--- src/rtl/chimp_grid_click_decoder.sv ---
// rtl/chimp_grid_click_decoder.sv - mouse click hit-tester against a COLS x ROWS grid of boxes
// Captures the pointer on a button press and scans one column/row per cycle.
module chimp_grid_click_decoder #(
   parameter  int X_W     = 10,
   parameter  int Y_W     = 9,
   parameter  int COLS    = 8,
   parameter  int ROWS    = 8,
   parameter  int X0      = 17,
   parameter  int Y0      = 8,
   parameter  int CELL_W  = 20,
   parameter  int CELL_H  = 20,
   parameter  int PITCH_X = 37,
   parameter  int PITCH_Y = 28,
   localparam int CW      = (COLS > 1) ? $clog2(COLS) : 1,
   localparam int RW      = (ROWS > 1) ? $clog2(ROWS) : 1
) (
   input  logic           clk,
   input  logic           iReset,
   input  logic [X_W-1:0] mouseX,
   input  logic [Y_W-1:0] mouseY,
   input  logic           mouseBtn,
   output logic           busy,
   output logic           clickValid,
   output logic           clickHit,
   output logic [CW-1:0]  BoxX,
   output logic [RW-1:0]  BoxY
);

   localparam int N = (COLS > ROWS) ? COLS : ROWS;

   localparam logic [X_W:0] L_X0      = (X_W+1)'(X0);
   localparam logic [Y_W:0] L_Y0      = (Y_W+1)'(Y0);
   localparam logic [X_W:0] L_W_M1    = (X_W+1)'(CELL_W - 1);
   localparam logic [Y_W:0] L_H_M1    = (Y_W+1)'(CELL_H - 1);
   localparam logic [X_W:0] L_PITCH_X = (X_W+1)'(PITCH_X);
   localparam logic [Y_W:0] L_PITCH_Y = (Y_W+1)'(PITCH_Y);

   typedef enum logic [1:0] {S_IDLE, S_SCAN, S_DONE} state_t;

   state_t         r_state;
   state_t         w_next;
   logic           r_btn;
   logic [X_W:0]   r_xl;
   logic [Y_W:0]   r_yl;
   logic [X_W:0]   r_base_x;
   logic [Y_W:0]   r_base_y;
   logic [4:0]     r_idx;
   logic           r_col_hit;
   logic           r_row_hit;
   logic [CW-1:0]  r_col;
   logic [RW-1:0]  r_row;

   logic           w_press;
   logic [X_W:0]   w_x_hi;
   logic [Y_W:0]   w_y_hi;
   logic           w_col_in;
   logic           w_row_in;

   assign w_press  = mouseBtn & ~r_btn;
   assign w_x_hi   = r_base_x + L_W_M1;
   assign w_y_hi   = r_base_y + L_H_M1;
   // Index gating keeps boxes past the last column/row from matching while idx runs to N-1.
   assign w_col_in = (r_idx < 5'(COLS)) && (r_xl >= r_base_x) && (r_xl <= w_x_hi);
   assign w_row_in = (r_idx < 5'(ROWS)) && (r_yl >= r_base_y) && (r_yl <= w_y_hi);
   assign busy     = (r_state == S_SCAN);

   always_comb begin
      w_next = r_state;
      case (r_state)
         S_IDLE:  if (w_press) w_next = S_SCAN;
         S_SCAN:  if (r_idx == 5'(N - 1)) w_next = S_DONE;
         S_DONE:  w_next = S_IDLE;
         default: w_next = S_IDLE;
      endcase
   end

   always_ff @(posedge clk) begin
      if (iReset) begin
         r_state    <= S_IDLE;
         r_btn      <= 1'b1;
         r_xl       <= '0;
         r_yl       <= '0;
         r_base_x   <= '0;
         r_base_y   <= '0;
         r_idx      <= '0;
         r_col_hit  <= 1'b0;
         r_row_hit  <= 1'b0;
         r_col      <= '0;
         r_row      <= '0;
         clickValid <= 1'b0;
         clickHit   <= 1'b0;
         BoxX       <= '0;
         BoxY       <= '0;
      end else begin
         r_state    <= w_next;
         r_btn      <= mouseBtn;
         clickValid <= 1'b0;
         case (r_state)
            S_IDLE: begin
               if (w_press) begin
                  r_xl      <= {1'b0, mouseX};
                  r_yl      <= {1'b0, mouseY};
                  r_idx     <= '0;
                  r_base_x  <= L_X0;
                  r_base_y  <= L_Y0;
                  r_col_hit <= 1'b0;
                  r_row_hit <= 1'b0;
               end
            end
            S_SCAN: begin
               if (w_col_in) begin
                  r_col_hit <= 1'b1;
                  r_col     <= CW'(r_idx);
               end
               if (w_row_in) begin
                  r_row_hit <= 1'b1;
                  r_row     <= RW'(r_idx);
               end
               r_idx    <= r_idx + 5'd1;
               r_base_x <= r_base_x + L_PITCH_X;
               r_base_y <= r_base_y + L_PITCH_Y;
            end
            S_DONE: begin
               clickValid <= 1'b1;
               clickHit   <= r_col_hit & r_row_hit;
               BoxX       <= r_col_hit ? r_col : '0;
               BoxY       <= r_row_hit ? r_row : '0;
            end
            default: ;
         endcase
      end
   end

endmodule

--- config.mk ---
export PLATFORM = sky130hd
export DESIGN_NAME = chimp_grid_click_decoder
export DESIGN_NICKNAME = d
export VERILOG_FILES = /design/src/rtl/chimp_grid_click_decoder.sv
export SDC_FILE = /design/constraint.sdc
export NUM_CORES = 1
export LEC_CHECK = 0
export CAP_MARGIN = 15
export CORE_MARGIN = 2
export CORE_UTILIZATION = 52
export CTS_CLUSTER_DIAMETER = 80
export DETAILED_ROUTE_END_ITERATION = 6
export PLACE_DENSITY = 0.8
export SLEW_MARGIN = 5
export SYNTH_ARGS = -nofsm -noshare
export SYNTH_HDL_FRONTEND = slang
export SYNTH_SLANG_ARGS = --single-unit
export TNS_END_PERCENT = 10
--- constraint.sdc ---
create_clock -name clk -period 2.4 [get_ports clk]
set_input_delay 0.48 -clock clk [delete_from_list [all_inputs] [get_ports clk]]
set_output_delay 0.48 -clock clk [all_outputs]
set_load 0.05 [all_outputs]
==> metrics.md <==
| Metric | Value |
|---|---|
| Leak | approximately 0.0016 uW |
| CTS Hold Buffers Added | 0 |
| Post-Route Skew | between 0.01 and 0.015 ns |
| Synth Register Bits | 62 |
| I/O pins | 31 |
| FP Rows | 29 |
| Crit path required time | 2.68 ns |
| Die height | 85.14 um |
| Pin slew with the least headroom to its limit | 0.8334 ns |
| Vias in the first global route | 3110 |
| Diode count | 0 |
| Syn Nets | about 480 |
| Hold_sp | BoxX[0] |
| Die area | just over 7000 um^2 |
| CTS Sinks | 62 |
| Max_slew headroom | 44.44% |
| GR peak layer | met2 |
| Die X | 85.14 um |
| Clk pin slew, worst setup/hold paths | around 0.080 ns |
| FFs w/ async S/R, synth | 0% |
| Crit path max fanout | 4 |
| Unrepaired setup endpoints after global routing | true |
| Global placement routability congestion | 0.8905 |
| DRT antenna net count | 0 |
| Worst hold path type | register to register |
| Htree depth | 3 |
| Initial Util | a little over half |
| Post-synth top area share | 36.26% |
| Max Root-Sink Buffers | 2 |
| Fillers | ~500 |
| Worst IR Drop VDD | around 0.61 mV |
| Final Cell Area | approximately 4300 um^2 |
| Hold path cells | 2 |
| Sequential cell area fraction in the yosys report | a little over a third |
| YS warnings | 0 |
| Worst-skew pair later-pin latency | 0.35 ns |
| Port bufs | 30 |
| Tot GR Track Use | 23.59% |
| Worst setup SP type | register |
| Final wirelength | 8.073 mm |
| Top area cells in the synthesized netlist | dfxtp_1, ha_1, a21oi_1 |
| Hold Slack | 0.4581 ns |
| Worst reg-to-reg setup slack | -0.14 ns |
| Via density | 5.703 |
| First-pass detailed-route iteration total | 4 |
| R2R Path Start | r_base_x[0] |
| Layout Nets | between 500 and 600 |
| GRT overflow | 0 |
| Status | finished with violations |
| Share of layout cells above drive strength 1 | 15.92% |
| Critical Path AT | 2.82 ns |
| Final count of pins violating max slew | 0 |
| Reg2Reg Depth | 11 |
| Met1 usage | 26.98% |
| Crit share post-route | 106.0% |
| Avg Cell Area, Syn | just over 8 um^2 |
| Fin. Hold Viols | 0 |
| Tmin final | 2.544 ns |
| WHS Endpoint | BoxX[0] |
| PnR worst setup slack | -0.1444 ns |
| Mapped cell area | 3423 um^2 |
| Count of different cell masters after synthesis | just under 50 |
| Clk root buf | clkbuf_8 |
| Cts bufs inserted | 9 |
| Failing checks | setup timing |
| Core ar. | approximately 6300 um^2 |
| DRT iter0 DRCs | 199 |
| Maximum clock rate | just under 0.4 GHz |
| Initial antenna violation count | 0 |
| Post-DP HPWL | 5.627 mm |
| TritonCTS clock tree | yes |
| Number of synthesized flops with an enable pin | 0 |
| Met2 usage | 41.19% |
| Synthesized instance count | 418 |
| Area grow syn2layout | 24.85% |
| Worst setup EP type | register |
| Final setup viols | 4 |
| Max_cap viols | 0 |
| Synth area leader | dfxtp_1 |
| Placed cell area | 3936 um^2 |
| CP Class | register to register |
| Met3 Resource Use GR | 6.518% |
| Routed length per placed instance | 14.73 um |
| Synth Flop Type | dfxtp_1 |
| Crit Reg-Reg Endpoint | r_col[0] |
| PwrDens | 573.0 nW/um^2 |
| First-pass GRT wire length | 13.68 mm |
| Via count | 3125 |
| Largest net degree at the start of global routing | 51 |
| Detailed-route DRC error count | 0 |
kinds of logic after synthesis:
family | Yosys count | share of synthesized area (%)
fa+ha+maj | 36 | 13.16
compound gates | 99 | 17.51
buf+inv | 40 | 4.751
mux | 9 | 2.668
xor+xnor | 12 | 3.070
simple gates | 160 | 22.59
flops | 62 | 36.26
through the flow:
step	power (uW)	utilization (%)	setup TNS [ns]	setup WS, ns	cells
after CTS	2456	66.21	-0.2695	-0.08714	545
after global placement	1376	61.99	-0.1373	-0.04590	527
after detailed placement	1392	61.99	-0.6641	-0.1953	527
final	2449	67.31	-0.5504	-0.1444	548
after floorplan	1281	-	0	0.003383	418
after global routing	2556	67.31	-0.9569	-0.2663	548
cell type report:
class | instances | area, um^2 | share of cell area [%]
clock buffers | 9 | 123.9 | 2.898
clock inverters | 7 | 102.6 | 2.400
inverters | 19 | 76.32 | 1.786
multi-input cells | 316 | 2112 | 49.41
flip-flops and latches | 62 | 1247 | 29.19
well taps | 77 | 96.34 | 2.254
repair buffers | 58 | 515.5 | 12.06
state kept, by name, indices dropped and copies added (netlist names):
signal      count
BoxX            3
BoxY            3
clickHit        1
clickValid      1
r_base_x       11
r_base_y        8
r_btn           1
r_col           3
r_col_hit       1
r_idx           5
r_row           3
r_row_hit       1
r_state         2
r_xl           10
r_yl            9
where the power goes:
part	switching (uW)	total, uW	internal, uW
Clock	459	1060	599
Combinational	158	310	152
Sequential	26.6	1080	1050
worst max-delay path by stage:
| stage | from | endpoint | slack [ns] | cells after the start |
|---|---|---|---|---|
| 4_1_cts | r_base_x[2] | r_col[0] | -0.09 | 11 |
| 6_report | r_base_x[0] | r_col[0] | -0.14 | 11 |
| 2_1_floorplan | r_base_x[1] | r_col[0] | 0.003 | 13 |
| 3_5_place_dp | r_base_x[1] | r_col[2] | -0.20 | 12 |
| 5_1_grt | r_base_x[0] | r_col[0] | -0.27 | 11 |
| 3_3_place_gp | r_base_x[1] | r_col[0] | -0.05 | 13 |
metal layers:
layer | up-vias | share of wire [%]
met1 | 1453 | 43
met2 | 93 | 50
met5 | - | 0
met3 | 16 | 5.5
li1 | 1563 | -
met4 | 0 | 1.6
cell usage in the layout (no fill, tap or decap), types with 4 or more instances in the layout:
cell type,Yosys,routed
a21oi_1,59,56
buf_4,0,28
clkbuf_8,0,9
clkdlybuf4s50_1,0,28
dfxtp_1,62,57
dfxtp_2,0,5
ha_1,36,35
inv_1,19,16
inv_6,0,4
mux2i_1,8,8
nand2_1,59,58
nand2b_1,9,9
nand3_1,21,21
nand4_1,5,5
nor2_1,32,32
nor2b_1,4,4
nor3_1,6,6
o211ai_1,6,6
o21a_1,7,7
o21ai_0,10,9
or3_1,8,6
xnor2_1,11,9
cell usage after synthesis, types with 2 or more instances:
cell type  number
inv_1          19
mux2i_1         8
or3_1           8
o21ai_0        10
clkbuf_1       15
or2_2           2
dfxtp_1        62
o21a_1          7
nor3_1          6
ha_1           36
nor4_1          2
nor2_1         32
o211ai_1        6
buf_2           3
nand2b_1        9
a21o_1          3
and3_1          2
nand3_1        21
a211oi_1        3
nor2b_1         4
nand4_1         5
nand2_1        59
a21oi_1        59
a31oi_1         2
xnor2_1        11
worst max-delay path, cell delays in order (launching register included):
cell and delay (ns):
dfxtp_2 0.36, inv_4 0.06, a21oi_4 0.19, a21oi_4 0.09, or3_4 0.38, xnor2_2 0.15, ha_1 0.31, and3_4 0.20
nand2_4 0.05, o211ai_1 0.26, a2bb2oi_4 0.23, mux2i_1 0.21
repair_timing:
action,4_1_cts,5_1_grt
resized for setup,7,11
endpoints found under the setup margin,4,5
endpoints found under the hold margin,0,0
pin swaps,1,7
setup buffers,2,3
(Power assumes the default switching activity.)
